File: config.mk
export PLATFORM = sky130hd
export DESIGN_NAME = branch_target_predictor
export DESIGN_NICKNAME = d
export VERILOG_FILES = /design/src/rtl/bp_pkg.sv /design/src/rtl/bp_perf_counter.sv /design/src/rtl/branch_target_predictor.sv
export SDC_FILE = /design/constraint.sdc
export NUM_CORES = 1
export LEC_CHECK = 0
export ABC_CLOCK_PERIOD_IN_PS = 8310
export CORE_MARGIN = 10
export CORE_UTILIZATION = 65
export CTS_BUF_LIST = sky130_fd_sc_hd__clkbuf_16
export CTS_CLUSTER_SIZE = 30
export DETAILED_ROUTE_END_ITERATION = 10
export PLACE_DENSITY = 0.87
export SYNTH_ARGS = -nofsm -noshare
export SYNTH_HDL_FRONTEND = slang
export SYNTH_SLANG_ARGS = --single-unit
File: constraint.sdc
create_clock -name clk -period 8.31 [get_ports clk]
set_input_delay 1.662 -clock clk [delete_from_list [all_inputs] [get_ports clk]]
set_output_delay 1.662 -clock clk [all_outputs]
set_load 0.02 [all_outputs]
File: src/rtl/bp_pkg.sv
// Shared helpers for the branch target predictor: width derivation and
// saturating direction-counter arithmetic (counters are at most 3 bits wide).
package bp_pkg;

    localparam int unsigned CTR_W_MAX = 3;

    function automatic int unsigned idx_width(input int unsigned entries);
        return $clog2(entries);
    endfunction

    function automatic int unsigned tag_width(input int unsigned pc_w, input int unsigned align,
                                              input int unsigned entries);
        return pc_w - align - $clog2(entries);
    endfunction

    // Weakly-not-taken: just below the taken threshold
    function automatic logic [CTR_W_MAX-1:0] ctr_weak_nt(input int unsigned ctr_w);
        return CTR_W_MAX'((1 << (ctr_w - 1)) - 1);
    endfunction

    // Weakly-taken: lowest value with the MSB set
    function automatic logic [CTR_W_MAX-1:0] ctr_weak_t(input int unsigned ctr_w);
        return CTR_W_MAX'(1 << (ctr_w - 1));
    endfunction

    function automatic logic [CTR_W_MAX-1:0] ctr_max(input int unsigned ctr_w);
        return CTR_W_MAX'((1 << ctr_w) - 1);
    endfunction

    // Saturating increment (inc=1) or decrement (inc=0) bounded by [0, max]
    function automatic logic [CTR_W_MAX-1:0] ctr_next(input logic [CTR_W_MAX-1:0] ctr,
                                                      input logic inc,
                                                      input logic [CTR_W_MAX-1:0] max);
        if (inc) begin
            return (ctr >= max) ? max : ctr + 1'b1;
        end
        return (ctr == '0) ? '0 : ctr - 1'b1;
    endfunction

endpackage

File: src/rtl/bp_perf_counter.sv
// Saturating event counter: increments on en, sticks at all-ones.
module bp_perf_counter #(
    parameter int unsigned W = 16
) (
    input  logic         clk,
    input  logic         rst,
    input  logic         en,
    output logic [W-1:0] count
);

    logic [W-1:0] r_count;

    // Count enabled cycles until the counter is full
    always_ff @(posedge clk or negedge rst) begin
        if (!rst) begin
            r_count <= '0;
        end else if (en && (r_count != {W{1'b1}})) begin
            r_count <= r_count + 1'b1;
        end
    end

    assign count = r_count;

endmodule

File: src/rtl/branch_target_predictor.sv
// Direct-mapped branch target buffer with per-entry saturating direction
// counters. Lookup is combinational off registered state; training from the
// ID-stage resolver lands on the next clock edge with no bypass.
module branch_target_predictor
    import bp_pkg::*;
#(
    parameter int unsigned PC_W    = 16,
    parameter int unsigned ENTRIES = 16,
    parameter int unsigned ALIGN   = 1,
    parameter int unsigned CTR_W   = 2,
    parameter int unsigned PERF_W  = 16
) (
    input  logic              clk,
    input  logic              rst,
    input  logic              lookup_en,
    input  logic [PC_W-1:0]   lookup_pc,
    output logic              pred_hit,
    output logic              pred_taken,
    output logic [PC_W-1:0]   pred_next_pc,
    input  logic              upd_valid,
    input  logic [PC_W-1:0]   upd_pc,
    input  logic              upd_taken,
    input  logic              upd_is_jump,
    input  logic [PC_W-1:0]   upd_target,
    input  logic              upd_mispredict,
    input  logic              flush_all,
    output logic [PERF_W-1:0] stat_lookups,
    output logic [PERF_W-1:0] stat_hits,
    output logic [PERF_W-1:0] stat_mispredicts
);

    localparam int unsigned IDX_W = idx_width(ENTRIES);
    localparam int unsigned TAG_W = tag_width(PC_W, ALIGN, ENTRIES);

    localparam logic [CTR_W-1:0] WEAK_NT = CTR_W'(ctr_weak_nt(CTR_W));
    localparam logic [CTR_W-1:0] WEAK_T  = CTR_W'(ctr_weak_t(CTR_W));
    localparam logic [CTR_W-1:0] CTR_MAX = CTR_W'(ctr_max(CTR_W));
    localparam logic [PC_W-1:0]  STEP    = PC_W'(1) << ALIGN;

    logic             r_valid  [ENTRIES];
    logic [TAG_W-1:0] r_tag    [ENTRIES];
    logic [PC_W-1:0]  r_target [ENTRIES];
    logic [CTR_W-1:0] r_ctr    [ENTRIES];

    // ---------------- Lookup ----------------
    logic [IDX_W-1:0] w_lk_idx;
    logic [TAG_W-1:0] w_lk_tag;
    logic             w_lk_match;

    assign w_lk_idx   = lookup_pc[ALIGN +: IDX_W];
    assign w_lk_tag   = lookup_pc[PC_W-1 -: TAG_W];
    assign w_lk_match = r_valid[w_lk_idx] && (r_tag[w_lk_idx] == w_lk_tag);

    assign pred_hit     = lookup_en && w_lk_match;
    assign pred_taken   = pred_hit && r_ctr[w_lk_idx][CTR_W-1];
    assign pred_next_pc = pred_taken ? r_target[w_lk_idx] : lookup_pc + STEP;

    // ---------------- Update ----------------
    logic [IDX_W-1:0] w_up_idx;
    logic [TAG_W-1:0] w_up_tag;
    logic             w_up_fire;
    logic             w_up_hit;
    logic             w_up_taken;
    logic             w_up_write;
    logic [CTR_W-1:0] w_ctr_new;

    assign w_up_idx   = upd_pc[ALIGN +: IDX_W];
    assign w_up_tag   = upd_pc[PC_W-1 -: TAG_W];
    // A same-cycle flush cancels the update entirely
    assign w_up_fire  = upd_valid && !flush_all;
    assign w_up_hit   = r_valid[w_up_idx] && (r_tag[w_up_idx] == w_up_tag);
    assign w_up_taken = upd_taken || upd_is_jump;
    // Hits always train; misses only allocate when taken
    assign w_up_write = w_up_fire && (w_up_hit || w_up_taken);

    // Next counter value for the entry being trained or allocated
    always_comb begin
        w_ctr_new = WEAK_T;
        if (upd_is_jump) begin
            w_ctr_new = CTR_MAX;
        end else if (w_up_hit) begin
            w_ctr_new = CTR_W'(ctr_next(CTR_W_MAX'(r_ctr[w_up_idx]), w_up_taken,
                                        CTR_W_MAX'(CTR_MAX)));
        end
    end

    // Valid bits: async clear, flush has priority over allocation
    always_ff @(posedge clk or negedge rst) begin
        if (!rst) begin
            for (int i = 0; i < ENTRIES; i++) r_valid[i] <= 1'b0;
        end else if (flush_all) begin
            for (int i = 0; i < ENTRIES; i++) r_valid[i] <= 1'b0;
        end else if (w_up_fire && w_up_taken) begin
            r_valid[w_up_idx] <= 1'b1;
        end
    end

    // Direction counters: async reset to weakly-not-taken, survive flushes
    always_ff @(posedge clk or negedge rst) begin
        if (!rst) begin
            for (int i = 0; i < ENTRIES; i++) r_ctr[i] <= WEAK_NT;
        end else if (w_up_write) begin
            r_ctr[w_up_idx] <= w_ctr_new;
        end
    end

    // Tag and target are only meaningful under valid, so they carry no reset
    always_ff @(posedge clk) begin
        if (w_up_fire && w_up_taken) begin
            r_tag[w_up_idx]    <= w_up_tag;
            r_target[w_up_idx] <= upd_target;
        end
    end

    generate
        if (ALIGN > 0) begin : g_unused_lsb
            logic w_unused_upd_lsb;
            assign w_unused_upd_lsb = ^upd_pc[ALIGN-1:0];
        end
    endgenerate

    // ---------------- Statistics ----------------
    bp_perf_counter #(.W(PERF_W)) u_stat_lookups (
        .clk   (clk),
        .rst   (rst),
        .en    (lookup_en),
        .count (stat_lookups)
    );

    bp_perf_counter #(.W(PERF_W)) u_stat_hits (
        .clk   (clk),
        .rst   (rst),
        .en    (pred_hit),
        .count (stat_hits)
    );

    bp_perf_counter #(.W(PERF_W)) u_stat_mispredicts (
        .clk   (clk),
        .rst   (rst),
        .en    (upd_valid && upd_mispredict),
        .count (stat_mispredicts)
    );

endmodule

* Word-level counts from Yosys, hierarchy flattened *
Memories as Yosys holds them, arrays and structs flattened.
Index checks and enable logic that the tools add are counted.

storage, ports and cells
  bits in registers = 96
  bits in writable memories = 432
  input bits = 56
  output and inout port bits = 66
  word-level logic and storage cells = 103
  memories kept = 2

memories
  memory    depth  bits a word  read ports  clocked after memory_dff  wr ports  line                           source
  r_target  16     16           1           0                         1         branch_target_predictor.sv:42  logic [PC_W-1:0] r_target [ENTRIES];
  r_tag     16     11           2           0                         1         branch_target_predictor.sv:41  logic [TAG_W-1:0] r_tag [ENTRIES];

cells by class
  add/sub/neg operators = 6
  magnitude comparators = 4
  equality and inequality tests = 5
  mux-type cells = 31
  bitwise gates (word level) = 3
  reductions and logical operators = 17

operators by type and width
  operator                                                                       number
  16-bit by 1-bit adder with 16-bit output (second input constant)               3
  16-bit 2-to-1 mux                                                              3
  16-bit != test (second input constant)                                         3
  32-bit bitwise mux                                                             1
  11-bit equality test                                                           2
  2-bit 2-to-1 mux                                                               11
  16-bit by 2-bit adder with 16-bit output (second input constant)               1
  2-bit binary-select mux with 4-bit select                                      2
  16-bit OR                                                                      1
  1-bit logical AND                                                              12
  5-bit >= comparator (second input constant)                                    2
  1-bit 2-to-1 mux                                                               10
  4-bit NOT with 5-bit output                                                    2
  1-bit binary-select mux with 4-bit select                                      2
  2-bit demux with 4-bit select                                                  1
  5-bit by 1-bit less-than comparator with 1-bit output (second input constant)  1
  1-bit demux with 4-bit select                                                  1
  2-bit by 1-bit adder with 2-bit output (second input constant)                 1
  2-bit >= comparator (second input constant)                                    1
  2-bit logical NOT                                                              1
  1-bit logical OR                                                               2
  2-bit nonzero test                                                             1
  2-bit by 1-bit subtractor with 2-bit output (second input constant)            1
  1-bit logical NOT                                                              1

* Depth between registers and ports, before layout *
Gate-level depths: netlist of run 1.

  depth in word-level cells = 11
  mapped depth = 14
  mapped depth without buffers = 9

* By module *
Synthesis of run 1 repeated with hierarchy kept, for this count alone.

unflattened totals
  cells, all modules = 1,336
  area total of the unflattened synthesis = 23,993.0 um^2

by module, submodules not included
  module                   instances  cells an instance  area an instance (um^2)  seq. area each (um^2)
  branch_target_predictor  1          1,120              21,414.3                 14,193.6
  bp_perf_counter          3          72                 859.6                    400.4

* Worst setup path after synthesis of run 1 *
Ideal clock, no wire load.

  path kind = input to output
  start point = input lookup_pc[2]
  end point = output pred_next_pc[10]
  arrival time = 4.440 ns
  required time = 6.648 ns
  slack = 2.208 ns
  stages on the path = 9
  buffers on the path = 6
  cells stage by stage = buf_2 > buf_2 > buf_2 > buf_2 > buf_1 > clkbuf_1 > mux4_2 > mux4_2 > mux2_1

between the ends
  word-level cells in the longest chain between the ends = 8
  elaborated cells on any way between the ends = 15
  those cells by class = add/sub: 1; eq/ne: 1; mux: 7; bitwise: 1; reduce/logical: 3; memory: 2

ends and longest elaborated chain
  what                                                             line                           source
  start, declared                                                  branch_target_predictor.sv:16  input logic [PC_W-1:0] lookup_pc,
  branches (longest 7 deep; another with memory read 16 x 11 bit)  n/a
  16-bit 2-to-1 mux *                                              branch_target_predictor.sv:56  assign pred_next_pc = pred_taken ? r_target[w_lk_idx] : lookup_pc + STEP;
  end, declared                                                    branch_target_predictor.sv:19  output logic [PC_W-1:0] pred_next_pc,

Mark *: on every way between the ends. The select of a mux whose other input is x is not followed.

* Worst setup path after layout of run 1 *
  start point = input lookup_pc[1]
  end point = output pred_next_pc[7]

Same word-level chain as after synthesis.

==> metrics.md, run 1 <==
| Metric | Value |
|---|---|
| Site Rows | `69` |
| Die height | `210 um` |
| Avg Vias per Cell | `7.22` |
| HP Start | `u_stat_hits.count[9]` |
| Max Slew Vio Count | `0` |
| Worst-Margin Slew | `1.26 ns` |
| Final setup viols | `0` |
| Multi-input logic area | `7700 um^2` |
| Startpoint Class | `primary input` |
| Die area | `43900 um^2` |
| Syn Nets | `1314` |
| Synthesis Warnings | `0` |
| Layout Utilization | `0.760` |
| Post-CTS Hold Buffers | `0` |
| Initial antenna violation count | `2` |
| Critical R2R Launch | `r_tag[8][9]` |
| Synth unique cells | `52` |
| Max incr delay on CP | `0.58 ns` |
| First-pass DRT Iterations | `8` |
| RR Endpoint | `r_ctr[17]` |
| EDFF count, synth | `432` |
| Critical path endpoint category | `output pin` |
| Worst-Skew Late Latency | `0.59 ns` |
| Area share of the largest cell type after synthesis | `0.555` |
| Setup bufs post-CTS | `0` |
| Critical path peak fanout | `47` |
| Min cycle time layout | `7.44 ns` |
| Post-DP HPWL | `35500 um` |
| Fin crit share | `0.895` |
| Crit-path cells | `clkbuf_8 -> buf_4 -> mux4_2 -> mux2i_1 -> mux2i_1 -> xnor2_1 -> o2111ai_2 -> nor4_4 -> buf_4 -> mux2_1 -> clkdlybuf4s50_1` |
| CTS tree | `done` |
| Total detailed-routing wirelength | `62000 um` |
| Fin. Hold Viols | `0` |
| I/O pin total | `122` |
| Total of max-cap violations | `0` |
| CTS buffer count | `52` |
| Clock share of power | `0.405` |
| Pwr dens | `226 nW/um^2` |
| Post-Syn Area | `23400 um^2` |
| Slew margin rel. | `0.154` |
| Sequential share of power | `0.496` |
| Predominant post-synthesis flop cell | `edfxtp_1` |
| Cell-internal power | `4.70 mW` |
| Tot GR Track Use | `0.282` |
| Largest net degree at the start of global routing | `78` |
| Worst Skew | `0.0224 ns` |
| Min Hold Slack | `0.489 ns` |
| Nets@finish | `1459` |
| IO Port Bufs | `120` |
| Most area-hungry cell type in the Yosys netlist | `edfxtp_1` |
| Reg2Reg Depth | `8` |
| Layout area overhead | `15.5%` |
| Worst Hold Class | `reg -> reg` |
| Outcome | `finished clean` |
| H-tree levels | `2` |
| CORE AREA | `35500 um^2` |
| Combinational power share | `0.099` |
| RSZ-0062 raised after global routing | `no` |
| Max VDD drop | `0.184 mV` |
| Final RePlAce weighted congestion | `0.864` |
| Register-to-register setup slack | `4.66 ns` |
| Vias | `13766` |
| Critical path type | `in -> out` |
| FFs w/ async S/R, synth | `0.182` |
| FF/Latch Area | `15400 um^2` |
| CTS Buffer Depth | `3` |
| Most common cell after layout, fill and taps aside | `edfxtp_1` |
| Fmax achieved | `0.134 GHz` |
| Critical-path cell with the highest stage delay | `mux4_2` |
| Sw Ratio | `0.229` |
| Share of cells above drive strength 1 | `0.281` |
| Sink Count | `528` |
| Grt total ovfl | `0` |
| Setup TNS | `0 ns` |
| Leak | `9.27 nW` |
| Routed len/inst | `32.5 um` |
| Cells after synthesis | `1254` |
| Most frequent cells in the layout | `edfxtp_1 (432), mux4_2 (192), clkdlybuf4s50_1 (112)` |
| Vias in the first global route | `14166` |
| Sequential area share after synthesis | `0.659` |
| FILL cells | `1816` |
| Post-route ant nets | `0` |
| DRC Markers | `0` |
| Post_cts resized | `0` |
| Crit path arrival time | `5.77 ns` |
| Area contributors post-synth | `edfxtp_1 (56%), mux4_2 (19%), dfrtp_1 (8.6%)` |
| Global-route wire length before repair | `92800 um` |
| Clock transition at path regs | `0.06 ns` |
| Avg Inst Size Synth | `18.6 um^2` |
| Drt initial violations | `2007` |
| Seq cells post-synth | `528` |
| Initial Utilization | `0.658` |
| Critical Path RT | `6.65 ns` |
| CTS Root Cell | `clkbuf_16` |
| Die width | `210 um` |
| Endpoint, Worst Hold | `u_stat_hits.count[9]` |
| Hold Crit Depth | `1` |
| Switching power of the nets | `1.40 mW` |
-- power by group through the flow --
stage | logic (mW) | clock network, mW | registers (mW)
after floorplan | 0.324 | 0 | 3.09
after CTS | 0.601 | 2.49 | 3.02
after detailed placement | 0.588 | 0 | 3.08
after global placement | 0.568 | 0 | 3.07
final | 0.605 | 2.47 | 3.03
after global routing | 0.636 | 2.60 | 3.04
-- cells by family after synthesis --
kind of cell	share of synthesized area
buffers and inverters	0.0156
AO/OA/AOI/OAI	0.0133
AND/OR/NAND/NOR	0.0480
adder cells (fa/ha/maj)	0.00300
multiplexers	0.231
XOR/XNOR	0.0303
flip-flops	0.659
-- worst max-delay path by stage --
stage	slack (ns)	endpoint	from	depth (start not counted)
after floorplan	2.21	pred_next_pc[10]	lookup_pc[2]	9
after global placement	1.15	pred_next_pc[5]	lookup_pc[1]	11
after detailed placement	1.04	pred_next_pc[5]	lookup_pc[1]	11
after CTS	0.90	pred_next_pc[8]	lookup_pc[1]	11
after global routing	0.74	pred_next_pc[8]	lookup_pc[1]	11
final	0.87	pred_next_pc[7]	lookup_pc[1]	11
-- routing by layer --
layer	GRT usage	wire [um]	vias to the layer above
met2	0.449	30100	1189
met3	0.0733	7510	245
met4	0.116	2800	2
met1	0.367	21500	6955
met5	0	14	-
li1	-	-	5375
-- worst max-delay path: cells and delay by family --
| family | cells | cell delay [ns] |
|---|---|---|
| buffers and inverters | 4 | 1.73 |
| AO/OA/AOI/OAI | 1 | 0.27 |
| AND/OR/NAND/NOR | 1 | 0.37 |
| XOR/XNOR | 1 | 0.33 |
| multiplexers | 4 | 1.38 |
-- flip-flops by register name (all words and copies together) (netlist names) --
| register | cells |
|---|---|
| u_stat_mispredicts.count | 16 |
| u_stat_lookups.count | 16 |
| r_target | 256 |
| r_tag | 176 |
| r_ctr | 32 |
| u_stat_hits.count | 16 |
| r_valid | 16 |
-- layout make-up --
class / instances / area share
sequential: 528 / 0.571
tap: 461 / 0.0214
antenna: 2 / 0.000186
inverter: 11 / 0.00153
clock buffer: 54 / 0.0501
timing repair buffer: 157 / 0.0539
clock inverter: 44 / 0.0170
multi-input combinational: 649 / 0.285
-- stage by stage --
| stage | total power [mW] | setup slack [ns] | instances | cell area (um^2) |
|---|---|---|---|---|
| after CTS | 6.11 | 0.904 | 1904 | 27000 |
| after global routing | 6.27 | 0.744 | 1905 | 27000 |
| after global placement | 3.64 | 1.15 | 1806 | 25200 |
| after detailed placement | 3.67 | 1.04 | 1806 | 25200 |
| after floorplan | 3.42 | 2.21 | 1254 | 23400 |
| final | 6.10 | 0.875 | 1906 | 27000 |
-- Yosys cell counts (all sizes together), types with 16 or more instances --
library cell  count
nand3            33
xor2             25
nor3             18
nand2            40
dfstp            16
dfrtp            80
mux4            192
edfxtp          432
mux2             53
and3             21
xnor2            55
buf              50
clkbuf           16
mux2i            47
nor2             67
Power figures use the tool's default switching activity.
==> run 2: changes to the inputs <==
--- a/config.mk
+++ b/config.mk
@@ -5,13 +5,13 @@
 export SDC_FILE = /design/constraint.sdc
 export NUM_CORES = 1
 export LEC_CHECK = 0
-export ABC_CLOCK_PERIOD_IN_PS = 8310
+export ABC_CLOCK_PERIOD_IN_PS = 8550
 export CORE_MARGIN = 10
-export CORE_UTILIZATION = 65
+export CORE_UTILIZATION = 60
 export CTS_BUF_LIST = sky130_fd_sc_hd__clkbuf_16
 export CTS_CLUSTER_SIZE = 30
 export DETAILED_ROUTE_END_ITERATION = 10
-export PLACE_DENSITY = 0.87
+export PLACE_DENSITY = 0.82
 export SYNTH_ARGS = -nofsm -noshare
 export SYNTH_HDL_FRONTEND = slang
 export SYNTH_SLANG_ARGS = --single-unit
==> constraint.sdc (replaced) <==
create_clock -name clk -period 8.55 [get_ports clk]
set_input_delay 1.71 -clock clk [delete_from_list [all_inputs] [get_ports clk]]
set_output_delay 1.71 -clock clk [all_outputs]
set_load 0.02 [all_outputs]
==> metrics.md, run 2 (same netlist as run 1, synthesis figures left out) <==
| Metric | Value |
|---|---|
| Nets@finish | `1462 (+0.21%)` |
| Outcome | `finished clean` |
| Setup bufs post-CTS | `0 (unchanged)` |
| Post-CTS Hold Buffers | `0 (unchanged)` |
| Die height | `217 um (+3.7%)` |
| DRC Markers | `0 (unchanged)` |
| Vias in the first global route | `13273 (-6.3%)` |
| Combinational power share | `0.101 (+0.002)` |
| IO Port Bufs | `120 (unchanged)` |
| CTS Root Cell | `clkbuf_16` |
| Site Rows | `72 (+4.3%)` |
| Reg2Reg Depth | `8 (unchanged)` |
| Max reg flops | `256 (unchanged)` |
| Routed len/inst | `28.7 um (-12%)` |
| Largest regs | `r_target: 256 flops, r_tag: 176 flops, r_ctr: 32 flops` |
| Leak | `9.22 nW (-0.51%)` |
| Die width | `217 um (+3.7%)` |
| Cell-internal power | `4.31 mW (-8.3%)` |
| Sink Count | `528 (unchanged)` |
| CP dominant cell by count | `mux4_2` |
| Most common cell after layout, fill and taps aside | `edfxtp_1` |
| Switching power of the nets | `1.33 mW (-5.1%)` |
| Startpoint Class | `primary input` |
| Min Hold Slack | `0.492 ns (+0.00302 ns)` |
| Post_cts resized | `0 (unchanged)` |
| Slew margin rel. | `0.313 (+0.159)` |
| Clock share of power | `0.378 (-0.027)` |
| Critical path peak fanout | `55 (+17%)` |
| Drt initial violations | `1626 (-19%)` |
| H-tree levels | `2 (unchanged)` |
| Die area | `47200 um^2 (+7.5%)` |
| Register-to-register setup slack | `4.93 ns (+0.27 ns)` |
| Global-route wire length before repair | `84900 um (-8.5%)` |
| I/O pin total | `122 (unchanged)` |
| Post-route ant nets | `0 (unchanged)` |
| Grt total ovfl | `0 (unchanged)` |
| Setup TNS | `0 ns (unchanged)` |
| First-pass DRT Iterations | `5 (-3)` |
| Clock transition at path regs | `0.06 ns (about the same)` |
| CTS buffer count | `52 (unchanged)` |
| Pwr dens | `210 nW/um^2 (-7.1%)` |
| Most frequent cells in the layout | `edfxtp_1 (432), mux4_2 (192), clkdlybuf4s50_1 (112)` |
| Max incr delay on CP | `0.59 ns (about the same)` |
| Total of max-cap violations | `0 (unchanged)` |
| Critical-path cell with the highest stage delay | `mux4_2` |
| Hold Crit Depth | `1 (unchanged)` |
| Most flops, register | `r_target` |
| Tot GR Track Use | `0.240 (-0.0425)` |
| Share of cells above drive strength 1 | `0.278 (-0.00366)` |
| Final setup viols | `0 (unchanged)` |
| Initial antenna violation count | `2 (unchanged)` |
| Largest net degree at the start of global routing | `81 (+3.8%)` |
| CORE AREA | `38600 um^2 (+8.7%)` |
| Worst-Margin Slew | `1.03 ns (-0.231 ns)` |
| Critical Path RT | `6.84 ns (+0.19 ns)` |
| Worst Skew | `0.0343 ns (+0.0119 ns)` |
| Fin. Hold Viols | `0 (unchanged)` |
| Worst-Skew Late Latency | `0.62 ns (+0.03 ns)` |
| Crit path arrival time | `5.74 ns (-0.03 ns)` |
| Max VDD drop | `0.149 mV (-19%)` |
| Initial Utilization | `0.606 (-0.0525)` |
| Sequential share of power | `0.521 (+0.025)` |
| Critical path endpoint category | `output pin` |
| Total detailed-routing wirelength | `56300 um (-9.1%)` |
| Avg Vias per Cell | `6.58 (-8.9%)` |
| RSZ-0062 raised after global routing | `no` |
| Final RePlAce weighted congestion | `0.846 (-2.0%)` |
| Fin crit share | `0.872` |
| CTS Buffer Depth | `3 (unchanged)` |
| CTS tree | `done` |
| Layout area overhead | `15.0%` |
| Min cycle time layout | `7.45 ns` |
| Max Slew Vio Count | `0 (unchanged)` |
| Vias | `12911 (-6.2%)` |
| Post-DP HPWL | `34000 um (-4.3%)` |
| Critical path type | `in -> out` |
| Fmax achieved | `0.134 GHz` |
| Sw Ratio | `0.235 (+0.00603)` |
| Worst Hold Class | `reg -> reg` |
| Crit-path cells | `clkbuf_8 -> mux4_2 -> mux4_2 -> xnor2_1 -> o2111ai_2 -> nor4_4 -> buf_4 -> mux2_2 -> clkdlybuf4s50_1` |
## run 2: final cells by class
type,count,area (um^2)
Antenna cell,1,2.50
Clock buffer,53,1330
Clock inverter,43,279
Fill cell,2402,11700
Inverter,11,41.3
Multi-Input combinational cell,649,7700
Sequential cell,528,15400
Tap cell,518,648
Timing Repair Buffer,160,1480
## run 2: path summary, 6_finish.rpt
kind                                               from                      end
min in group asynchronous                           rst     u_stat_hits.count[1]
worst min-delay path            u_stat_lookups.count[9]  u_stat_lookups.count[9]
worst max register to register             r_tag[11][9]                 r_ctr[9]
worst min register to register  u_stat_lookups.count[9]  u_stat_lookups.count[9]
max in group asynchronous                           rst               r_valid[3]
worst max-delay path                       lookup_pc[1]          pred_next_pc[2]
## run 2: through the flow
stage / instances / worst slack, ns / utilization / total power [mW] / cell area, um^2
2_1_floorplan: 1254 / 2.35 / - / 3.32 / 23400
3_3_place_gp: 1866 / 1.21 / 0.655 / 3.53 / 25300
3_5_place_dp: 1866 / 1.10 / 0.655 / 3.56 / 25300
4_1_cts: 1962 / 1.10 / 0.697 / 5.67 / 26900
5_1_grt: 1963 / 0.932 / 0.697 / 5.82 / 26900
6_report: 1963 / 1.10 / 0.697 / 5.64 / 26900
## run 2: power by group through the flow
stage,Clock (mW),Combinational (mW),Sequential [mW]
final,2.14,0.569,2.94
after CTS,2.16,0.572,2.94
after global placement,0,0.554,2.98
after global routing,2.27,0.606,2.95
after floorplan,0,0.315,3.01
after detailed placement,0,0.569,2.99
## run 2: routing by layer
metal | vias up | track usage | share of wire
met5 | - | 0 | 0.00023
met4 | 2 | 0.0792 | 0.027
met3 | 109 | 0.0434 | 0.089
met2 | 710 | 0.394 | 0.50
met1 | 6711 | 0.322 | 0.38
li1 | 5379 | - | -
## run 2: critical path: cells and delay by family
kind / cells / cell delay (ns)
xor+xnor: 1 / 0.36
buf+inv: 3 / 1.44
simple gates: 1 / 0.32
compound gates: 1 / 0.29
mux: 3 / 1.56
==> run 3: changes to the inputs <==
--- a/config.mk
+++ b/config.mk
@@ -6,12 +6,15 @@
 export NUM_CORES = 1
 export LEC_CHECK = 0
 export ABC_CLOCK_PERIOD_IN_PS = 8550
+export CORE_ASPECT_RATIO = 0.8
 export CORE_MARGIN = 10
 export CORE_UTILIZATION = 60
 export CTS_BUF_LIST = sky130_fd_sc_hd__clkbuf_16
 export CTS_CLUSTER_SIZE = 30
 export DETAILED_ROUTE_END_ITERATION = 10
 export PLACE_DENSITY = 0.82
+export SKIP_CTS_REPAIR_TIMING = 1
+export SLEW_MARGIN = 40
 export SYNTH_ARGS = -nofsm -noshare
 export SYNTH_HDL_FRONTEND = slang
 export SYNTH_SLANG_ARGS = --single-unit
==> metrics.md, run 3 (same netlist as run 1, synthesis figures left out) <==
| Metric | Value |
|---|---|
| Outcome | `finished clean` |
| Global-route wire length before repair | `85400 um (+0.51%)` |
| Largest regs | `r_target: 256 flops, r_tag: 176 flops, r_ctr: 32 flops` |
| Final RePlAce weighted congestion | `0.839 (-0.80%)` |
| Sink Count | `528 (unchanged)` |
| Drt initial violations | `1736 (+6.8%)` |
| Die area | `47300 um^2 (+0.10%)` |
| Vias | `13087 (+1.4%)` |
| DRC Markers | `0 (unchanged)` |
| Critical path peak fanout | `39 (-29%)` |
| Avg Vias per Cell | `6.76 (+2.7%)` |
| Setup TNS | `0 ns (unchanged)` |
| Pwr dens | `207 nW/um^2 (-1.4%)` |
| Most flops, register | `r_target` |
| Startpoint Class | `primary input` |
| Initial Utilization | `0.609 (+0.00316)` |
| Hold Crit Depth | `1 (unchanged)` |
| Total of max-cap violations | `0 (unchanged)` |
| Worst Skew | `0.0283 ns (-0.00606 ns)` |
| Max VDD drop | `0.166 mV (+11%)` |
| Vias in the first global route | `13471 (+1.5%)` |
| CTS tree | `done` |
| Nets@finish | `1461 (-0.068%)` |
| Grt total ovfl | `0 (unchanged)` |
| Dpl cells | `1843 (-1.2%)` |
| CTS buffer count | `50 (-3.8%)` |
| Critical path endpoint category | `output pin` |
| Post-DP HPWL | `34800 um (+2.5%)` |
| Min cycle time layout | `7.39 ns (-0.0634 ns)` |
| Site Rows | `64 (-11%)` |
| Fin crit share | `0.864 (-0.00742)` |
| Worst-Skew Late Latency | `0.59 ns (-0.03 ns)` |
| Critical Path RT | `6.84 ns (about the same)` |
| First-pass DRT Iterations | `5 (unchanged)` |
| Most common cell after layout, fill and taps aside | `edfxtp_1` |
| Share of cells above drive strength 1 | `0.274 (-0.00409)` |
| IO Port Bufs | `120 (unchanged)` |
| Max reg flops | `256 (unchanged)` |
| Worst-Margin Slew | `0.899 ns (-0.132 ns)` |
| H-tree levels | `2 (unchanged)` |
| Critical path type | `in -> out` |
| Fin. Hold Viols | `0 (unchanged)` |
| Slew margin rel. | `0.401 (+0.0881)` |
| Crit path arrival time | `5.68 ns (-0.06 ns)` |
| Die height | `196 um (-9.6%)` |
| Reg2Reg Depth | `8 (unchanged)` |
| Initial antenna violation count | `3 (+1)` |
| Layout area overhead | `14.6%` |
| Largest net degree at the start of global routing | `76 (-6.2%)` |
| Fmax achieved | `0.135 GHz (+0.86%)` |
| RSZ-0062 raised after global routing | `no` |
| Routed len/inst | `29.3 um (+2.2%)` |
| Die width | `241 um (+11%)` |
| Final setup viols | `0 (unchanged)` |
| Final Non-Filler Cells | `1937 (-1.3%)` |
| CTS Root Cell | `clkbuf_16` |
| Tot GR Track Use | `0.242 (+0.00193)` |
| Most frequent cells in the layout | `edfxtp_1 (432), mux4_2 (192), clkdlybuf4s50_1 (112)` |
| Total detailed-routing wirelength | `56800 um (+0.86%)` |
| PnR Total Power | `5.54 mW (-1.8%)` |
| Max Slew Vio Count | `0 (unchanged)` |
| CTS Buffer Depth | `3 (unchanged)` |
| Worst Hold Class | `reg -> reg` |
| Clock transition at path regs | `0.06 ns (about the same)` |
| Leak | `9.20 nW (-0.27%)` |
| Post-route ant nets | `0 (unchanged)` |
| CORE AREA | `38400 um^2 (-0.52%)` |
| I/O pin total | `122 (unchanged)` |
## run 3: critical path: stages
cell             delay [ns]
clkbuf_8               0.42
mux4_2                 0.58
mux4_2                 0.52
xnor2_1                0.36
and2_1                 0.21
o2111ai_2              0.17
nor4_4                 0.29
buf_4                  0.38
mux2_1                 0.43
clkdlybuf4s50_1        0.58
## run 3: path summary, 6_finish.rpt
path                                            start                        to  slack [ns]
max in group asynchronous                         rst                r_valid[7]        6.56
worst min-delay path            u_stat_hits.count[12]     u_stat_hits.count[12]        0.49
worst max-delay path                     lookup_pc[1]           pred_next_pc[8]        1.16
worst min register to register  u_stat_hits.count[12]     u_stat_hits.count[12]        0.49
worst max register to register            r_tag[0][1]                 r_ctr[27]        4.85
min in group asynchronous                         rst  u_stat_lookups.count[11]        1.01
## run 3: layout make-up
class / count / area, um^2
Clock inverter: 41 / 245
Timing Repair Buffer: 161 / 1490
Tap cell: 495 / 619
Sequential cell: 528 / 15400
Multi-Input combinational cell: 649 / 7720
Clock buffer: 50 / 1250
Fill cell: 2320 / 11600
Antenna cell: 2 / 5.00
Inverter: 11 / 41.3
## run 3: routing by layer
metal	vias to the layer above	wire, um	track usage	part of all wire
met3	85	5860	0.0566	0.10
met5	-	9	0	0.00016
met2	735	28000	0.389	0.49
met1	6871	22000	0.334	0.39
li1	5394	-	-	-
met4	2	956	0.0552	0.017
## run 3: through the flow
step / setup WS, ns / utilization / area (um^2) / hold slack [ns]
after global placement: 1.25 / 0.658 / 25200 / 0.473
after CTS: 1.17 / 0.697 / 26800 / 0.495
after global routing: 0.971 / 0.698 / 26800 / 0.519
final: 1.16 / 0.698 / 26800 / 0.490
after detailed placement: 1.18 / 0.658 / 25300 / 0.481
after floorplan: 2.35 / - / 23400 / 0.478
## run 3: power by group
part | total (mW) | leakage [nW] | switching (mW) | internal (mW)
combinational | 0.569 | 3.31 | 0.294 | 0.275
clock | 2.04 | 0.778 | 0.936 | 1.10
sequential | 2.94 | 5.12 | 0.0643 | 2.87
total | 5.54 | 9.20 | 1.29 | 4.25
